===== src/rtl/motor_ramp_sequencer.sv =====
// Motor ramp sequencer: ramps PWM duty in 10% steps toward a target. Every
// stop or reversal goes through duty 0 and a timed brake. Estop is synchronous.
module motor_ramp_sequencer #(
    parameter int unsigned CLK_HZ       = 100_000_000,
    parameter int unsigned RAMP_STEP_MS = 100,
    parameter int unsigned BRAKE_MS     = 500,
    parameter int unsigned MAX_DUTY     = 10
) (
    input  logic       clk,
    input  logic       rst,
    input  logic       enable,
    input  logic [3:0] target_duty,
    input  logic [1:0] dir_req,
    input  logic       estop,
    output logic [3:0] duty_cycle,
    output logic [1:0] in1_in2,
    output logic       motor_enable,
    output logic       busy,
    output logic [2:0] state
);
    localparam int unsigned STEP_CYC  = CLK_HZ / 1000 * RAMP_STEP_MS;
    localparam int unsigned BRAKE_CYC = CLK_HZ / 1000 * BRAKE_MS;
    localparam int unsigned STEP_W    = (STEP_CYC > 1) ? $clog2(STEP_CYC) : 1;
    localparam int unsigned BRAKE_W   = (BRAKE_CYC > 1) ? $clog2(BRAKE_CYC) : 1;
    localparam logic [STEP_W-1:0]  STEP_LAST  = STEP_W'(STEP_CYC - 1);
    localparam logic [BRAKE_W-1:0] BRAKE_LAST = BRAKE_W'(BRAKE_CYC - 1);
    localparam logic [3:0]         DUTY_MAX   = 4'(MAX_DUTY);

    typedef enum logic [2:0] {
        IDLE      = 3'd0,
        RAMP      = 3'd1,
        RUN       = 3'd2,
        RAMP_DOWN = 3'd3,
        BRAKE     = 3'd4
    } state_t;

    state_t               r_state;
    logic [3:0]           r_duty;
    logic [1:0]           r_in1_in2;
    logic [1:0]           r_active_dir;
    logic                 r_motor_en;
    logic                 r_busy;
    logic [STEP_W-1:0]    r_step_cnt;
    logic [BRAKE_W-1:0]   r_brake_cnt;

    logic [3:0] w_tgt;
    logic       w_go;
    logic       w_stop_req;
    logic       w_step_tick;

    assign w_tgt       = (target_duty > DUTY_MAX) ? DUTY_MAX : target_duty;
    assign w_go        = enable && (dir_req == 2'b10 || dir_req == 2'b01) && (w_tgt != 4'd0);
    assign w_stop_req  = !w_go || (dir_req != r_active_dir);
    assign w_step_tick = (r_step_cnt == STEP_LAST);

    always_ff @(posedge clk) begin
        if (rst) begin
            r_state      <= IDLE;
            r_duty       <= '0;
            r_in1_in2    <= '0;
            r_active_dir <= '0;
            r_motor_en   <= 1'b0;
            r_busy       <= 1'b0;
            r_step_cnt   <= '0;
            r_brake_cnt  <= '0;
        end else if (estop) begin
            // Brake counter is held at 0 while estop stays asserted.
            r_state     <= BRAKE;
            r_duty      <= '0;
            r_in1_in2   <= 2'b11;
            r_motor_en  <= 1'b0;
            r_busy      <= 1'b1;
            r_step_cnt  <= '0;
            r_brake_cnt <= '0;
        end else begin
            case (r_state)
                IDLE: begin
                    r_duty     <= '0;
                    r_step_cnt <= '0;
                    if (w_go) begin
                        r_active_dir <= dir_req;
                        r_in1_in2    <= dir_req;
                        r_motor_en   <= 1'b1;
                        r_busy       <= 1'b1;
                        r_state      <= RAMP;
                    end else begin
                        r_in1_in2  <= 2'b00;
                        r_motor_en <= 1'b0;
                        r_busy     <= 1'b0;
                    end
                end
                RAMP: begin
                    if (w_stop_req) begin
                        r_state    <= RAMP_DOWN;
                        r_step_cnt <= '0;
                    end else if (r_duty == w_tgt) begin
                        r_state    <= RUN;
                        r_busy     <= 1'b0;
                        r_step_cnt <= '0;
                    end else if (w_step_tick) begin
                        r_step_cnt <= '0;
                        r_duty     <= (w_tgt > r_duty) ? r_duty + 4'd1 : r_duty - 4'd1;
                    end else begin
                        r_step_cnt <= r_step_cnt + 1'b1;
                    end
                end
                RUN: begin
                    r_step_cnt <= '0;
                    if (w_stop_req) begin
                        r_state <= RAMP_DOWN;
                        r_busy  <= 1'b1;
                    end else if (w_tgt != r_duty) begin
                        r_state <= RAMP;
                        r_busy  <= 1'b1;
                    end
                end
                RAMP_DOWN: begin
                    // Runs to completion; a renewed go is only seen again in IDLE.
                    if (r_duty == 4'd0) begin
                        r_state     <= BRAKE;
                        r_in1_in2   <= 2'b11;
                        r_motor_en  <= 1'b0;
                        r_step_cnt  <= '0;
                        r_brake_cnt <= '0;
                    end else if (w_step_tick) begin
                        r_step_cnt <= '0;
                        r_duty     <= r_duty - 4'd1;
                    end else begin
                        r_step_cnt <= r_step_cnt + 1'b1;
                    end
                end
                BRAKE: begin
                    r_duty <= '0;
                    if (r_brake_cnt == BRAKE_LAST) begin
                        r_state     <= IDLE;
                        r_in1_in2   <= 2'b00;
                        r_busy      <= 1'b0;
                        r_brake_cnt <= '0;
                    end else begin
                        r_brake_cnt <= r_brake_cnt + 1'b1;
                    end
                end
                default: begin
                    r_state    <= IDLE;
                    r_duty     <= '0;
                    r_in1_in2  <= 2'b00;
                    r_motor_en <= 1'b0;
                    r_busy     <= 1'b0;
                end
            endcase
        end
    end

    assign duty_cycle   = r_duty;
    assign in1_in2      = r_in1_in2;
    assign motor_enable = r_motor_en;
    assign busy         = r_busy;
    assign state        = r_state;
endmodule


===== config.mk =====
export PLATFORM = sky130hd
export DESIGN_NAME = motor_ramp_sequencer
export DESIGN_NICKNAME = d
export VERILOG_FILES = /design/src/rtl/motor_ramp_sequencer.sv
export SDC_FILE = /design/constraint.sdc
export NUM_CORES = 1
export LEC_CHECK = 0
export CAP_MARGIN = 20
export CORE_MARGIN = 2
export CORE_UTILIZATION = 54
export DETAILED_ROUTE_END_ITERATION = 16
export PLACE_DENSITY = 0.8
export SLEW_MARGIN = 25
export SYNTH_ARGS = -nofsm -noshare
export SYNTH_HDL_FRONTEND = slang
export SYNTH_SLANG_ARGS = --single-unit

===== constraint.sdc =====
create_clock -name clk -period 2.6 [get_ports clk]
set_input_delay 0.52 -clock clk [delete_from_list [all_inputs] [get_ports clk]]
set_output_delay 0.52 -clock clk [all_outputs]
set_load 0.1 [all_outputs]

## After elaboration in Yosys (flattened, before gate mapping)

Cells that the tools add are included.

- Add/subtract/negate cells: 4
- Multipliers: 0
- Div/mod/pow operators: 0
- $lt $le $gt $ge: 2
- Equal/unequal tests: 30
- Shifts and indexed selects: 0
- Multiplexer cells: 40
- Bitwise logic cells: 3
- Reductions and logical operators: 22

Operators by type and width:

| cell | count |
|---|---|
| 2-to-1 mux 24 bit | 4 |
| case mux 24 bit (3 select lines) | 1 |
| 2-to-1 mux 26 bit | 2 |
| case mux 26 bit (2 select lines) | 1 |
| 2-to-1 mux 4 bit | 7 |
| adder 26 x 1 -> 26 bit, second input constant | 1 |
| equality test 26 bit, second input constant | 1 |
| adder 24 x 1 -> 24 bit, second input constant | 1 |
| equality test 24 bit, second input constant | 1 |
| 2-to-1 mux 3 bit | 8 |
| != test 3 bit, second input constant | 7 |
| != test 2 bit, second input constant | 9 |
| case mux 3 bit (5 select lines) | 1 |
| AND reduction 5 bit | 3 |
| case mux 4 bit (3 select lines) | 1 |
| 2-to-1 mux 1 bit | 8 |
| 2-to-1 mux 2 bit | 4 |
| != test 4 bit, second input constant | 2 |
| case mux 2 bit (4 select lines) | 1 |
| equality test 3 x 2 -> 1 bit, second input constant | 2 |
| AND reduction 3 bit | 2 |
| AND reduction 6 bit | 1 |
| OR reduction 2 bit | 3 |
| case mux 1 bit (5 select lines) | 1 |
| 24 further kinds | 29 |

- Bits in registers: 63
- Bits in latches: 0
- RAM bits: 0
- Bits in read-only memories: 0
- Input port bits: 10
- Output and inout bits: 11
- Logic and storage cells: 110
- Memories kept: 0

## Longest topological paths before layout

Gate-level depths: netlist (run 1).

- Depth after elaboration: 9
- Mapped depth: 10
- Depth with buffers taken out: 9

## Worst setup path after synthesis (run 1)

OpenSTA, ideal clock, no wires.

- Path type: reg-to-reg
- Start: register r_duty[3], in the netlist duty_cycle[3]
- End: register r_step_cnt[13]
- Setup time: 74 ps
- Arrival time: 2985 ps
- Data required time: 2526 ps
- Slack: -459 ps
- Cell stages (with the launch flop): 10
- Buffers on the path: 1
- Period minus slack after synthesis: 3059 ps
- Cell sequence: dfxtp_1 -> inv_1 -> ha_1 -> a41o_1 -> nor2_1 -> a31oi_2 -> or3b_1 -> buf_2 -> or3_1 -> o21ai_0

- Longest elaborated chain between the ends: 4
- Elaborated cells between the ends (all ways): 6
- Classes of those cells: 1 x eq/ne; 4 x mux; 1 x reduce/logical

RTL lines:

| what | RTL line | text |
|---|---|---|
| from (decl) | 38 | `logic [3:0] r_duty;` |
| from (signal assigned) | 102 | `r_duty <= (w_tgt > r_duty) ? r_duty + 4'd1 : r_duty - 4'd1;` |
| from (signal assigned) | 127 | `r_duty <= r_duty - 4'd1;` |
| equality test 4 bit | 96 | `end else if (r_duty == w_tgt) begin` |
| 2-to-1 mux 24 bit | 96 |  |
| 2-to-1 mux 24 bit | 93 | `if (w_stop_req) begin` |
| case mux 24 bit (3 select lines) (*) | 76 | `case (r_state)` |
| to (signal assigned) | 104 | `r_step_cnt <= r_step_cnt + 1'b1;` |
| to (signal assigned) | 129 | `r_step_cnt <= r_step_cnt + 1'b1;` |
| to (decl) | 43 | `logic [STEP_W-1:0] r_step_cnt;` |

Mark *: on every way between the ends. The rest lies on a longest branch, timed or not.
A chain may end at the register's enable or synchronous reset.

## Worst setup path after layout (run 1)

- Start: input dir_req[1]
- End: register r_duty[2], in the netlist duty_cycle[2]

- Longest elaborated chain between the ends: 8
- Elaborated cells between the ends (all ways): 10
- Classes of those cells: 4 x eq/ne; 6 x reduce/logical

RTL lines:

| what | RTL line | text |
|---|---|---|
| from (decl) | 13 | `input logic [1:0] dir_req,` |
| equality test 2 bit / equality test 2 x 1 -> 1 bit (equally long branches) | 52 | `assign w_go = enable && (dir_req == 2'b10 \|\| dir_req == 2'b01) && (w_tgt != 4'd0);` |
| logical OR 1 bit | 52 |  |
| logical AND 1 bit (2 in a row) | 52 |  |
| zero test 1 bit | 53 | `assign w_stop_req = !w_go \|\| (dir_req != r_active_dir);` |
| logical OR 1 bit (*) | 53 |  |
| != test 2 bit (no line) (*) | n/a |  |
| AND reduction 6 bit (no line) (*) | n/a |  |

Marked as above.

==> results.json, run 1 <==
{
  "num_vias": 3735,
  "start_util_pct": 56.5,
  "rsz0062_at_grt": "false",
  "cts_root_buffer": "clkbuf_8",
  "worstPathRequired_ps": 2860,
  "nets": 522,
  "cts_tree": "built",
  "r2r_end": "duty_cycle[2]",
  "ios": 21,
  "antenna_found_initial": 0,
  "grt_pass1_vias": 3525,
  "drtIter0Drc": 226,
  "period_needed_ps": 2470,
  "clockBufferDepth": 2,
  "worstHoldStart": "in1_in2[0]",
  "num-fill-cells": 520,
  "die_y_microns": 86.0,
  "syn-instance-count": 465,
  "ys_seq_area_share_pct": 34.7,
  "rrSetupSlack_ps": 180,
  "dp_hpwl_microns": 6300,
  "hold_depth": 2,
  "portBuffers": 20,
  "async_reset_ff_share_pct": 0,
  "skew_ps": 9.31,
  "max_slew_margin_pct": 65.1,
  "start_kind": "input pin",
  "syn_area_sq_mm": 0.00363,
  "rr_worst_depth": 7,
  "syn_to_final_growth_pct": 18.5,
  "syn_area_per_cell_sq_um": 7.81,
  "ant_nets": 0,
  "dieWidth_microns": 86.0,
  "max_cap_violations": 0,
  "yosysUniqueCellTypes": 57,
  "synth-edff-count": 0,
  "multi_input_area_sq_mm": 0.00224,
  "whs_ps": 481,
  "setup_tns_ps": 0,
  "wirelength_microns": 9140,
  "hold_path_end": "in1_in2[0]",
  "yosys_warnings": 0,
  "firstDrtPassIters": 5,
  "fmax_ghz": 0.404,
  "num_antenna_cells": 0,
  "insertion_delay_ps": 340,
  "grt_pass1_wl_microns": 15500,
  "path_clk_slew_ps": 70,
  "syn_nets": 483,
  "synth_seq_cells": 63,
  "setup_violations": 0,
  "hp-class": "flop to flop",
  "gp_congestion": 0.799,
  "numCtsBuffers": 9,
  "rows": 29,
  "critPathMaxFanout": 6,
  "p_per_area_mw_per_mm2": 489,
  "avgRoutedWirePerCell_microns": 15.6,
  "slew_violations": 0,
  "drc_errors": 0,
  "status": "finished, final reports clean",
  "ir_drop_v": 0.000316,
  "layout-drive-gt1-share_pct": 16.3,
  "yosys_most_used_dff": "dfxtp_1",
  "worst-slew-pin-transition_ps": 520,
  "htreeDepth": 3,
  "end_kind": "flop",
  "worst_ep_arrival_time_ps": 2730,
  "core_area_sq_mm": 0.00642,
  "gr-usage-all-layers_pct": 25.4,
  "finalPower_w": 0.00210,
  "min_period_over_period_pct": 95.1,
  "crit_type": "input pin to flop",
  "cts_sinks": 63,
  "grt_overflow": 0,
  "hold_buffers": 0,
  "final-seq-area_sq_mm": 0.00128,
  "grt_max_degree": 38,
  "dieArea_sq_mm": 0.00739,
  "vias_per_cell": 6.37,
  "p_leak_nw": 1.60,
  "report.final.hold_viol_count": 0,
  "rr_startpoint": "r_step_cnt[0]"
}
-- layout by cell type (no fill, tap or decap), types with 4 or more instances in the layout --
cell | synthesis | layout
clkdlybuf4s50_1 | 0 | 6
dfxtp_4 | 0 | 4
a31oi_1 | 16 | 16
clkbuf_8 | 0 | 10
buf_4 | 0 | 43
nor3_1 | 13 | 13
or4_1 | 6 | 6
o21ai_0 | 27 | 27
nand3_1 | 21 | 20
nand2_1 | 39 | 39
a41oi_1 | 5 | 5
a211oi_1 | 4 | 4
and3_1 | 13 | 13
nand4b_1 | 6 | 6
o211a_1 | 5 | 5
dfxtp_1 | 63 | 58
nor4_1 | 4 | 4
inv_1 | 14 | 14
a21oi_1 | 57 | 56
a311oi_1 | 8 | 8
nand4_1 | 9 | 9
nand2b_1 | 8 | 8
xor2_1 | 6 | 6
nor2_1 | 32 | 32
or3_1 | 11 | 11
ha_1 | 8 | 7
nor4b_1 | 4 | 4
and2_1 | 11 | 11
-- final cells by class --
class | count | area share (%)
multi-input combinational | 362 | 52.2
sequential | 63 | 29.7
timing repair buffer | 54 | 10.2
clock buffer | 13 | 3.46
tap | 77 | 2.24
inverter | 14 | 1.22
clock inverter | 3 | 0.960
-- critical path, cell delays in order --
cell and delay, ps:
clkdlybuf4s50_1 440, buf_4 170, xor2_1 150, nor2_1 290
nand3_2 120, a221o_1 440, or4_1 520, o31ai_1 70
-- layer usage --
layer,vias up,track usage (%),wire (microns)
li1,1820,-,-
met1,1769,31.3,4060
met2,126,42.8,4440
met3,20,5.49,466
met4,0,10.4,167
met5,-,0,0
-- cells by family (layout without fill, tap and decap cells) --
logic type / after synthesis / count (layout) / share of synthesized area, %
AND/OR/NAND/NOR: 198 / 198 / 30.2
AO/OA/AOI/OAI: 146 / 146 / 25.4
XOR/XNOR: 6 / 6 / 1.45
flip-flops: 63 / 63 / 34.7
buffers and inverters: 40 / 84 / 4.31
adder cells (fa/ha/maj): 8 / 8 / 2.76
multiplexers: 4 / 4 / 1.17
-- flip-flops by register name, indices dropped and copies added, names as in the netlist --
register / cells
busy: 1
duty_cycle: 4
in1_in2: 2
motor_enable: 1
r_active_dir: 2
r_brake_cnt: 26
r_step_cnt: 24
state: 3
-- timing repair --
action                     CTS  global route
setup buffers                0             2
setup endpoints to repair    9            21
pin swaps                    1             4
hold endpoints to repair     0             0
gates resized for setup      3             8
-- power by group --
part,total (W),leakage [nW],switching (W),internal [W]
clock network,0.000852,0.0979,0.000382,0.000470
logic,0.000273,0.993,0.000172,0.000100
registers,0.000980,0.513,0.0000100,0.000970
total,0.00210,1.60,0.000565,0.00154
-- synth_stat cells, drive strengths merged, types with 4 or more instances --
| master | number | area (sq um) |
|---|---|---|
| nor2 | 32 | 120 |
| nor3 | 14 | 75.1 |
| and4 | 4 | 37.5 |
| inv | 14 | 52.6 |
| nand2 | 40 | 158 |
| a311oi | 8 | 70.1 |
| a211oi | 4 | 30.0 |
| nor2b | 4 | 25.0 |
| o211a | 5 | 50.1 |
| o21ai | 27 | 135 |
| ha | 8 | 100 |
| a21oi | 57 | 285 |
| and2 | 11 | 68.8 |
| dfxtp | 63 | 1260 |
| a31oi | 17 | 113 |
| nand4 | 9 | 56.3 |
| xor2 | 6 | 52.6 |
| nor4 | 4 | 25.0 |
| nand4b | 6 | 52.6 |
| clkbuf | 21 | 78.8 |
| and3 | 14 | 88.8 |
| nand3 | 21 | 105 |
| a41oi | 5 | 43.8 |
| or3 | 12 | 80.1 |
| nor4b | 4 | 35.0 |
| buf | 5 | 25.0 |
| or4 | 6 | 45.0 |
| nand2b | 8 | 50.1 |
-- how the worst max path moves through the flow --
| stage | start | endpoint | slack, ps | cells after the start |
|---|---|---|---|---|
| 2_1_floorplan | duty_cycle[3] | r_step_cnt[13] | 90 | 9 |
| 3_3_place_gp | target_duty[3] | r_step_cnt[19] | -370 | 9 |
| 3_5_place_dp | target_duty[3] | r_step_cnt[21] | -440 | 9 |
| 4_1_cts | target_duty[2] | r_step_cnt[21] | 20 | 9 |
| 5_1_grt | dir_req[1] | duty_cycle[2] | 10 | 8 |
| 6_report | dir_req[1] | duty_cycle[2] | 130 | 8 |
-- stage by stage --
step / std cells / area, sq um / worst slack (ps) / utilization [%]
floorplan: 465 / 3650 / 94.0 / -
global placement: 568 / 4050 / -374 / 63.1
detailed placement: 568 / 4050 / -441 / 63.1
CTS: 584 / 4250 / 19.2 / 66.1
global route: 586 / 4300 / 11.0 / 67.0
finish: 586 / 4300 / 127 / 67.0
Power figures use the tool's default switching activity.
==> inputs of run 2 (changes only) <==
--- a/config.mk
+++ b/config.mk
@@ -7,9 +7,10 @@
 export LEC_CHECK = 0
 export CAP_MARGIN = 20
 export CORE_MARGIN = 2
-export CORE_UTILIZATION = 54
+export CORE_UTILIZATION = 35
 export DETAILED_ROUTE_END_ITERATION = 16
-export PLACE_DENSITY = 0.8
+export PLACE_DENSITY = 0.54
+export SKIP_LAST_GASP = 1
 export SLEW_MARGIN = 25
 export SYNTH_ARGS = -nofsm -noshare
 export SYNTH_HDL_FRONTEND = slang
==> run 2 against run 1 <==
  * Critical path depth grew 5
  * Count of clock-buffer cells in the layout shrank 1
  * First-iteration DRC count shrank 36%
  * Sequential cell count is the same
  * Sequential power is essentially flat
  * Maximum frequency shrank 1.7%
  * Non-clock buffer count grew 7
  * Wire length grew 3.7%
  * Via count shrank 2.4%
  * Critical endpoint is now r_step_cnt[17]
==> results.json, run 2 (synthesis results as in run 1) <==
{
  "status": "finished, final reports clean",
  "grt_pass1_wl_microns": 16100,
  "start_kind": "input pin",
  "wirelength_microns": 9480,
  "worst-slew-pin-transition_ps": 558,
  "cp-startpoint": "target_duty[2]",
  "slew_violations": 0,
  "numCtsBuffers": 9,
  "num_vias": 3644,
  "rr_worst_depth": 7,
  "crit_buf_inv": 4,
  "cts_sinks": 63,
  "ir_drop_v": 0.000291,
  "path_clk_slew_ps": 80,
  "core_area_sq_mm": 0.0102,
  "hp-class": "flop to flop",
  "p_leak_nw": 1.64,
  "grt_overflow": 0,
  "top_register": "r_brake_cnt",
  "skew_ps": 11.5,
  "largest_reg_flops": 26,
  "final-seq-area_sq_mm": 0.00128,
  "place_ws_ps": -493,
  "grt_pass1_vias": 3442,
  "layout_common_cells": "dfxtp_1 (58), a21oi_1 (56), buf_4 (47)",
  "critPathMaxStageDelay_ps": 380,
  "syn_to_final_growth_pct": 23.5,
  "critPathMaxFanout": 5,
  "ant_nets": 0,
  "cts_root_buffer": "clkbuf_8",
  "finalPower_w": 0.00202,
  "cts_tree": "built",
  "setup_tns_ps": 0,
  "num-fill-cells": 1067,
  "vias_per_cell": 5.59,
  "drtIter0Drc": 144,
  "drc_errors": 0,
  "hold_depth": 1,
  "timing.final.ws_setup_ps": 84.1,
  "layout.cells.most_common": "dfxtp_1",
  "fin_cells": 652,
  "place_inst": 630,
  "crit_chain": "dlygate4sd2_1, o21ai_1, nand2_2, ha_4, a41o_1, nor2_1, a31oi_2, buf_4, nor3b_4, buf_6, buf_16, a21oi_1, o21ai_0",
  "crit_family": "compound AO/OA/AOI/OAI gates",
  "grt_max_degree": 31,
  "whs_ps": 483,
  "multi_input_area_sq_mm": 0.00226,
  "portBuffers": 20,
  "htreeDepth": 3,
  "rows": 37,
  "period_needed_ps": 2520,
  "dp_hpwl_microns": 6530,
  "gp_congestion": 0.802,
  "cp.depth": 13,
  "rr_startpoint": "r_step_cnt[0]",
  "report.final.hold_viol_count": 0,
  "ios": 21,
  "max_cap_violations": 0,
  "slowest_stage": "nor3b_4",
  "insertion_delay_ps": 340,
  "dieWidth_microns": 106,
  "num_antenna_cells": 0,
  "layout-drive-gt1-share_pct": 18.0,
  "max_slew_margin_pct": 62.5,
  "worstHoldStart": "r_step_cnt[15]",
  "die_y_microns": 106,
  "fmax_ghz": 0.397,
  "dieArea_sq_mm": 0.0112,
  "start_util_pct": 35.6,
  "crit_type": "input pin to flop",
  "gr-usage-all-layers_pct": 17.5,
  "nets": 529,
  "setup_violations": 0,
  "avgRoutedWirePerCell_microns": 14.5,
  "end_kind": "flop",
  "worst_ep_arrival_time_ps": 2780,
  "hold_buffers": 0,
  "worstPathRequired_ps": 2860,
  "antenna_found_initial": 0,
  "firstDrtPassIters": 4,
  "p_per_area_mw_per_mm2": 451,
  "clockBufferDepth": 2,
  "min_period_over_period_pct": 96.8
}
[run 2: path summary, 6_finish.rpt]
path              slack [ps]             end
setup / recovery          80  r_step_cnt[17]
setup reg to reg         160   duty_cycle[2]
hold reg to reg          480  r_step_cnt[15]
hold / removal           480  r_step_cnt[15]
[run 2: where the power goes]
group,total (W),switching [W],internal (W)
clock,0.000772,0.000397,0.000375
combinational,0.000271,0.000169,0.000102
sequential,0.000981,0.0000115,0.000969
total,0.00202,0.000578,0.00145
[run 2: layout make-up]
class	instances	share of cell area, %
clock buffer	12	3.24
sequential	63	28.5
multi-input combinational	362	50.4
timing repair buffer	61	12.2
clock inverter	4	0.670
inverter	14	1.17
tap	136	3.80
[run 2: layer usage]
metal  routed length, microns  GRT usage, %
met1                     4760          23.3
met2                     4410          28.8
met3                      220          3.96
met4                       92          4.51
met5                        0             0
[run 2: per-stage QoR]
| stage | area [sq um] | util, % |
|---|---|---|
| 3_3_place_gp | 4170 | 41.0 |
| 2_1_floorplan | 3650 | - |
| 4_1_cts | 4430 | 43.5 |
| 3_5_place_dp | 4170 | 41.0 |
| 5_1_grt | 4480 | 44.0 |
| 6_report | 4480 | 44.0 |
[run 2: repair_timing]
| item | in CTS | in global routing |
|---|---|---|
| gates resized for setup | 8 | 12 |
| setup endpoints to repair | 14 | 19 |
| pin swaps | 1 | 3 |
| buffers inserted | 0 | 4 |
| cloned | 2 | 0 |
==> inputs of run 3 (changes only) <==
--- a/config.mk
+++ b/config.mk
@@ -15,3 +15,4 @@
 export SYNTH_ARGS = -nofsm -noshare
 export SYNTH_HDL_FRONTEND = slang
 export SYNTH_SLANG_ARGS = --single-unit
+export TNS_END_PERCENT = 30
==> results of run 3 <==
Same layout as run 2: the final DEF is identical, and so are final timing and power.
